File: src/rtl/mem_bus_arbiter_if.sv
// mem_bus_arbiter_if: core-side request ports and shared memory bus signals of the arbiter.
interface mem_bus_arbiter_if;
    logic        inst_req;
    logic [31:0] inst_addr;
    logic [31:0] inst_rdata;
    logic        stallreq_from_if;
    logic        data_req;
    logic        data_wr;
    logic [1:0]  data_size;
    logic [31:0] data_addr;
    logic [31:0] data_wdata;
    logic [3:0]  data_wstrb;
    logic [31:0] data_rdata;
    logic        stallreq_from_mem;
    logic        pipe_stall;
    logic        flush;
    logic        bus_req;
    logic        bus_wr;
    logic [1:0]  bus_size;
    logic [31:0] bus_addr;
    logic [31:0] bus_wdata;
    logic [3:0]  bus_wstrb;
    logic        bus_addr_ok;
    logic        bus_data_ok;
    logic [31:0] bus_rdata;

    modport master (
        input  inst_req, inst_addr, data_req, data_wr, data_size, data_addr, data_wdata, data_wstrb,
        input  pipe_stall, flush, bus_addr_ok, bus_data_ok, bus_rdata,
        output inst_rdata, stallreq_from_if, data_rdata, stallreq_from_mem,
        output bus_req, bus_wr, bus_size, bus_addr, bus_wdata, bus_wstrb
    );

    modport slave (
        output inst_req, inst_addr, data_req, data_wr, data_size, data_addr, data_wdata, data_wstrb,
        output pipe_stall, flush, bus_addr_ok, bus_data_ok, bus_rdata,
        input  inst_rdata, stallreq_from_if, data_rdata, stallreq_from_mem,
        input  bus_req, bus_wr, bus_size, bus_addr, bus_wdata, bus_wstrb
    );
endinterface

File: src/rtl/mem_bus_arbiter.sv
// mem_bus_arbiter: shares one single-outstanding memory bus between the fetch and data ports,
// buffering returned words until the pipeline advances and dropping fetches killed by a flush.
module mem_bus_arbiter #(
    parameter bit DATA_FIRST = 1'b1
) (
    input logic clk,
    input logic rst,
    mem_bus_arbiter_if.master mb
);
    typedef enum logic [2:0] {IDLE, DADDR, DDATA, IADDR, IDATA} state_t;

    state_t      state, next;
    logic        i_done, d_done, i_discard;
    logic        i_pend, d_pend, i_fin, d_fin, fetching;
    logic        wr_q;
    logic [1:0]  size_q;
    logic [31:0] addr_q, wdata_q, inst_q, data_q;
    logic [3:0]  wstrb_q;

    assign d_pend   = mb.data_req & ~d_done;
    assign i_pend   = mb.inst_req & ~i_done & ~i_discard;
    assign d_fin    = state == DDATA && mb.bus_data_ok;
    assign i_fin    = state == IDATA && mb.bus_data_ok;
    assign fetching = state == IADDR || state == IDATA;

    always_comb begin
        next = state;
        case (state)
            IDLE:    next = (d_pend && (DATA_FIRST || !i_pend)) ? DADDR : i_pend ? IADDR : IDLE;
            DADDR:   next = mb.bus_addr_ok ? DDATA : DADDR;
            DDATA:   next = mb.bus_data_ok ? IDLE : DDATA;
            IADDR:   next = mb.bus_addr_ok ? IDATA : IADDR;
            IDATA:   next = mb.bus_data_ok ? IDLE : IDATA;
            default: next = IDLE;
        endcase
    end

    // A flush landing on the completing edge drops that word directly instead of arming i_discard.
    always_ff @(posedge clk or posedge rst) begin
        if (rst) begin
            state     <= IDLE;
            wr_q      <= 1'b0;
            size_q    <= 2'd0;
            addr_q    <= '0;
            wdata_q   <= '0;
            wstrb_q   <= '0;
            inst_q    <= '0;
            data_q    <= '0;
            i_done    <= 1'b0;
            d_done    <= 1'b0;
            i_discard <= 1'b0;
        end else begin
            state <= next;
            if (state == IDLE && next == DADDR) begin
                wr_q    <= mb.data_wr;
                size_q  <= mb.data_size;
                addr_q  <= mb.data_addr;
                wdata_q <= mb.data_wdata;
                wstrb_q <= mb.data_wstrb;
            end else if (state == IDLE && next == IADDR) begin
                wr_q    <= 1'b0;
                size_q  <= 2'd2;
                addr_q  <= mb.inst_addr;
                wdata_q <= '0;
                wstrb_q <= '0;
            end
            if (d_fin && !wr_q) data_q <= mb.bus_rdata;
            if (i_fin && !i_discard && !mb.flush) inst_q <= mb.bus_rdata;
            d_done    <= mb.pipe_stall & (d_done | d_fin);
            i_done    <= mb.pipe_stall & ~mb.flush & (i_done | (i_fin & ~i_discard));
            i_discard <= i_fin ? 1'b0 : (i_discard | (mb.flush & fetching));
        end
    end

    assign mb.bus_req           = state == DADDR || state == IADDR;
    assign mb.bus_wr            = wr_q;
    assign mb.bus_size          = size_q;
    assign mb.bus_addr          = addr_q;
    assign mb.bus_wdata         = wdata_q;
    assign mb.bus_wstrb         = wstrb_q;
    assign mb.inst_rdata        = inst_q;
    assign mb.data_rdata        = data_q;
    assign mb.stallreq_from_if  = mb.inst_req & ~i_done;
    assign mb.stallreq_from_mem = mb.data_req & ~d_done;
endmodule

File: src/flat_wrapper.sv
// flat-port wrapper written by rule: the top's interface ports become plain ports
module mem_bus_arbiter_flat 
#(
    parameter bit DATA_FIRST = 1'b1
)
  (clk, rst, mb_inst_req, mb_inst_addr, mb_data_req, mb_data_wr, mb_data_size, mb_data_addr, mb_data_wdata, mb_data_wstrb, mb_pipe_stall, mb_flush, mb_bus_addr_ok, mb_bus_data_ok, mb_bus_rdata, mb_inst_rdata, mb_stallreq_from_if, mb_data_rdata, mb_stallreq_from_mem, mb_bus_req, mb_bus_wr, mb_bus_size, mb_bus_addr, mb_bus_wdata, mb_bus_wstrb);
  mem_bus_arbiter_if mb_i ();
  input logic clk;
  input logic rst;
  input wire logic [$bits(mb_i.inst_req)-1:0] mb_inst_req;
  input wire logic [$bits(mb_i.inst_addr)-1:0] mb_inst_addr;
  input wire logic [$bits(mb_i.data_req)-1:0] mb_data_req;
  input wire logic [$bits(mb_i.data_wr)-1:0] mb_data_wr;
  input wire logic [$bits(mb_i.data_size)-1:0] mb_data_size;
  input wire logic [$bits(mb_i.data_addr)-1:0] mb_data_addr;
  input wire logic [$bits(mb_i.data_wdata)-1:0] mb_data_wdata;
  input wire logic [$bits(mb_i.data_wstrb)-1:0] mb_data_wstrb;
  input wire logic [$bits(mb_i.pipe_stall)-1:0] mb_pipe_stall;
  input wire logic [$bits(mb_i.flush)-1:0] mb_flush;
  input wire logic [$bits(mb_i.bus_addr_ok)-1:0] mb_bus_addr_ok;
  input wire logic [$bits(mb_i.bus_data_ok)-1:0] mb_bus_data_ok;
  input wire logic [$bits(mb_i.bus_rdata)-1:0] mb_bus_rdata;
  output wire logic [$bits(mb_i.inst_rdata)-1:0] mb_inst_rdata;
  output wire logic [$bits(mb_i.stallreq_from_if)-1:0] mb_stallreq_from_if;
  output wire logic [$bits(mb_i.data_rdata)-1:0] mb_data_rdata;
  output wire logic [$bits(mb_i.stallreq_from_mem)-1:0] mb_stallreq_from_mem;
  output wire logic [$bits(mb_i.bus_req)-1:0] mb_bus_req;
  output wire logic [$bits(mb_i.bus_wr)-1:0] mb_bus_wr;
  output wire logic [$bits(mb_i.bus_size)-1:0] mb_bus_size;
  output wire logic [$bits(mb_i.bus_addr)-1:0] mb_bus_addr;
  output wire logic [$bits(mb_i.bus_wdata)-1:0] mb_bus_wdata;
  output wire logic [$bits(mb_i.bus_wstrb)-1:0] mb_bus_wstrb;
  assign mb_i.inst_req = mb_inst_req;
  assign mb_i.inst_addr = mb_inst_addr;
  assign mb_i.data_req = mb_data_req;
  assign mb_i.data_wr = mb_data_wr;
  assign mb_i.data_size = mb_data_size;
  assign mb_i.data_addr = mb_data_addr;
  assign mb_i.data_wdata = mb_data_wdata;
  assign mb_i.data_wstrb = mb_data_wstrb;
  assign mb_i.pipe_stall = mb_pipe_stall;
  assign mb_i.flush = mb_flush;
  assign mb_i.bus_addr_ok = mb_bus_addr_ok;
  assign mb_i.bus_data_ok = mb_bus_data_ok;
  assign mb_i.bus_rdata = mb_bus_rdata;
  assign mb_inst_rdata = mb_i.inst_rdata;
  assign mb_stallreq_from_if = mb_i.stallreq_from_if;
  assign mb_data_rdata = mb_i.data_rdata;
  assign mb_stallreq_from_mem = mb_i.stallreq_from_mem;
  assign mb_bus_req = mb_i.bus_req;
  assign mb_bus_wr = mb_i.bus_wr;
  assign mb_bus_size = mb_i.bus_size;
  assign mb_bus_addr = mb_i.bus_addr;
  assign mb_bus_wdata = mb_i.bus_wdata;
  assign mb_bus_wstrb = mb_i.bus_wstrb;
  mem_bus_arbiter #(.DATA_FIRST(DATA_FIRST)) u_core (.clk(clk), .rst(rst), .mb(mb_i));
endmodule
File: config.mk
export PLATFORM = sky130hd
export DESIGN_NAME = mem_bus_arbiter_flat
export DESIGN_NICKNAME = d
export VERILOG_FILES = /design/src/rtl/mem_bus_arbiter_if.sv /design/src/rtl/mem_bus_arbiter.sv /design/src/flat_wrapper.sv
export SDC_FILE = /design/constraint.sdc
export NUM_CORES = 1
export LEC_CHECK = 0
export ABC_AREA = 1
export BUFFER_PORTS_ARGS = -buffer_cell sky130_fd_sc_hd__buf_2
export CAP_MARGIN = 10
export CORE_ASPECT_RATIO = 1.4
export CORE_MARGIN = 4
export CORE_UTILIZATION = 43
export CTS_CLUSTER_SIZE = 25
export DETAILED_ROUTE_END_ITERATION = 7
export PLACE_DENSITY = 0.78
export SKIP_CTS_REPAIR_TIMING = 1
export SLEW_MARGIN = 20
export SYNTH_ARGS = -nofsm -noshare
export SYNTH_HDL_FRONTEND = slang
export SYNTH_SLANG_ARGS = --single-unit
File: constraint.sdc
create_clock -name clk -period 5.3 [get_ports clk]
set_input_delay 1.06 -clock clk [delete_from_list [all_inputs] [get_ports clk]]
set_output_delay 1.06 -clock clk [all_outputs]
set_load 0.02 [all_outputs]
# Word-level counts from Yosys, hierarchy flattened
# Cells that the tools add are included.
# totals
register_bits,141
inputBits,143
output_inout_bits,138
wordCells,64
# op_classes
n_reduce_logical,14
bitwise,15
mux,18
eq_ne,6
# ops
operator,count
32-bit two-way mux,4
3-bit one-hot mux with 5 select lines,1
2-bit two-way mux,5
3-bit by 2-bit equality test with 1-bit output (second input constant),3
3-bit two-way mux,3
1-bit bitwise AND,8
4-bit two-way mux,2
1-bit logical AND,7
3-bit by 1-bit equality test with 1-bit output (second input constant),2
1-bit inverter,4
3-bit equality test (second input constant),1
1-bit logical NOT,3
3-bit logical NOT,1
1-bit two-way mux,3
1-bit bitwise OR,3
1-bit logical OR,2
2-bit nonzero test,1

# Longest topological paths before layout
# depth
ltp_word,10
mapped_depth,8
ltp_nobuf,7

# Worst setup path after synthesis
# Ideal clock, no wire load.
# synth_path
path_type,input -> output
start,in mb_data_req
end,out mb_stallreq_from_mem
path_buffers,1
t_required_ps,4240
arrival_ps,1760
path_slack_ps,2480
cell_stages,3
cell_sequence,inv_1 > nor2_2 > clkbuf_1
# synth_between
elab_chain_len,1
# synth_lines
item,line,rtl
from (decl),flat_wrapper.sv:12,input wire logic [$bits(mb_i.data_req)-1:0] mb_data_req;
1-bit bitwise AND,mem_bus_arbiter.sv:84,assign mb.stallreq_from_mem = mb.data_req & ~d_done;
to (decl),flat_wrapper.sv:26,output wire logic [$bits(mb_i.stallreq_from_mem)-1:0] mb_stallreq_from_mem;
# No other way between the ends.

# Worst setup path after layout
# Ends and elaborated chain as after synthesis.

==> out/metrics.yaml <==
logic_synthesis:
  synth_area_um2: 6030
  yosys.area.top_type: "dfrtp_1"
  ys_warn_count: 0
  syn_inst: 733
  ys_types: 20
  syn_avg_cell_area_um2: 8.22
  yosys.area.top_type_share_pct: 58.5
  synthesis.nets: 876
  ys_seq_elements: 141
  yosysSeqAreaShare_pct: 58.5
  ys_top_cells_by_area: "dfrtp_1 59%, nand2_1 23%, nand4_1 3.5%, nand3_1 3.4%, inv_1 2.7%"
setup_path:
  cpMostUsedCell: "buf_2"
  crit_arrival_ns: 2.14
  required_ns: 4.24
  worstSetupStartpointType: "input port"
  cpMaxStageDelayCell: "nor2_4"
  cp-end-kind: "primary output"
  critPathMaxFanout: 34
  crit_type: "input port to primary output"
  max_stage_delay_ns: 0.65
  critPathLaunch: "mb_data_req"
  path_cells: "buf_2, inv_1, nor2_4, buf_2"
  path_delay_family: "simple AND/OR/NAND/NOR gates"
  cp_num_buf_inv: 3
  crit-reg2reg-launch: "u_core.state[1]"
clock_network:
  numCtsBuffers: 17
  cts_tree: "yes"
  clk_pin_slew_ns: 0.06
  htreeDepth: 4
  clock_latency_ns: 0.41
  cts.path.max_buffers: 2
  numClockSinks: 141
  cts_root_buf: "clkbuf_16"
sta:
  fin_skew_ns: 0.0119
  fmax_ghz: 0.312
  hold_viol: 0
  final_max_slew_viol_count: 0
  rsz0062_at_grt: "false"
  slew_headroom_pct: 34.5
  hold_ws_ns: 0.463
  setup_viol: 0
  worst_slew_pin_slew_ns: 0.982
  timing.final.crit_share_pct: 60.4
  fin_setup_tns_ns: 0
  layout_min_cycle_time_ns: 3.20
floorplanning:
  rows: 50
  core_region_area_um2: 13600
  ioPinCount: 281
  die-height_um: 148
  start_util_pct: 44.4
  dieArea_um2: 16000
  die_x_um: 108
cells_and_area:
  finalNetCount: 1140
  seq_area_um2: 3530
  multiInputGateArea_um2: 2120
  finalNonFillerCells: 1190
  utilization_pct: 60.1
  fillers: 1282
  num_antenna_cells: 0
  drive_gt1_share_pct: 32.9
  area_growth_pct: 35.4
grt:
  grt_overflow: 0
  antenna_found_initial: 2
  grt_max_degree: 111
  track_usage_pct: 22.2
  grt_pass1_vias: 5495
  grt_pass1_wl_um: 28000
flow_run:
  maxCapViolCount: 0
power:
  combPwrFrac_pct: 40.8
  leakage_nw: 4.93
  p_int_w: 0.00301
  peakVddDrop_v: 0.000284
  p_total_w: 0.00517
  p_clk_share_pct: 24.9
  power_density_nw_per_um2: 634
  p_sw_w: 0.00216
  seq_power_share_pct: 34.3
  swShare_pct: 41.8
min_path:
  hp-class: "register to register"
  min-delay-start: "u_core.mb.inst_rdata[15]"
placed_design:
  port_buffers: 280
  gp_congestion: 0.816
  placed_cells: 1160
  detailed_place_hpwl_um: 12300
detailed_routing:
  vias: 5716
  vias_per_cell: 4.80
  drt_first_pass_iters: 6
  wl_per_cell_um: 14.9
  post-route-drc-count: 0
  ant_nets: 0
  drtIter0Drc: 448
  drt_wl_total_um: 17800
run_status:
  outcome: "finished, final reports clean"
## layout by cell type, fill, tap and decap left out, drive strengths merged
cell type,Yosys,layout
a21oi,5,5
buf,28,287
bufinv,0,5
clkbuf,14,17
clkinv,0,6
dfrtp,141,141
inv,48,50
nand2,377,377
nand3,43,43
nand4,34,34
nor2,8,8
nor3,1,1
o211ai,1,1
o21ai,32,32
o22ai,1,1
## state kept, by name (all words and copies together), names as in the netlist
signal,flops
u_core.mb.bus_wstrb,4
u_core.d_done,1
u_core.mb.data_rdata,32
u_core.mb.bus_addr,32
u_core.mb.bus_wdata,32
u_core.i_done,1
u_core.state,3
u_core.mb.bus_size,2
u_core.i_discard,1
u_core.mb.bus_wr,1
u_core.mb.inst_rdata,32
## cell usage after synthesis
cell type / count
dfrtp_1: 141
buf_4: 5
nand2_1: 375
nand3_2: 2
nor2_4: 1
a21oi_1: 4
a21oi_2: 1
o21ai_1: 32
buf_2: 23
nand3_1: 41
nand4_1: 34
nand2_2: 2
o22ai_1: 1
nor3_2: 1
nor2_1: 5
clkbuf_1: 14
inv_2: 4
o211ai_1: 1
inv_1: 44
nor2_2: 2
## layout make-up
class / count / area share, %
flip-flops and latches: 141 / 43.3
repair buffers: 287 / 17.8
well taps: 182 / 2.79
clock inverters: 13 / 2.65
multi-input cells: 502 / 26.0
clock buffers: 17 / 5.21
inverters: 48 / 2.27
## metrics by stage
| step | cell area (µm²) | worst slack (ns) |
|---|---|---|
| detailed placement | 7520 | 2.08 |
| CTS | 8160 | 2.08 |
| floorplan | 6030 | 0.459 |
| finish | 8160 | 2.10 |
| global route | 8160 | 2.03 |
| global placement | 7520 | 2.08 |
## power by group through the flow
stage | clock, W | sequential, W | combinational, W
2_1_floorplan | 0 | 0.00231 | 0.000849
3_3_place_gp | 0 | 0.00177 | 0.00209
3_5_place_dp | 0 | 0.00178 | 0.00214
4_1_cts | 0.00132 | 0.00178 | 0.00214
5_1_grt | 0.00137 | 0.00183 | 0.00233
6_report | 0.00129 | 0.00177 | 0.00211
## tightest hold or removal path, cell delays in order, from the launching register on
cell     delay [ns]
dfrtp_1        0.34
nand2_1        0.05
nand2_1        0.04
## layer usage
layer | share of wire, % | routed length (µm) | GRT usage (%) | vias up
met5 | 0.15 | 26 | 0 | -
met4 | 2.1 | 371 | 7.14 | 4
met3 | 9.1 | 1610 | 7.16 | 29
met2 | 51 | 9140 | 38.6 | 261
met1 | 37 | 6610 | 25.8 | 2595
li1 | - | - | - | 2827
## cells by family after synthesis
kind of cell	after synthesis	synth area share (%)
DFF	141	58.5
AOI/OAI and AO/OA	39	3.36
buffers and inverters	90	6.39
and+or+nand+nor	463	31.7
## worst paths after layout
check                                      endpoint  slack (ns)  cells after the start
min                        u_core.mb.inst_rdata[15]        0.46                      2
max in group asynchronous  u_core.mb.data_rdata[28]        3.44                      3
min reg2reg                u_core.mb.inst_rdata[15]        0.46                      2
min in group asynchronous   u_core.mb.bus_wdata[25]        0.87                      2
max reg2reg                   u_core.mb.bus_addr[5]        2.54                      7
max                            mb_stallreq_from_mem        2.10                      4
No activity file was read; power rests on OpenSTA's default activity.
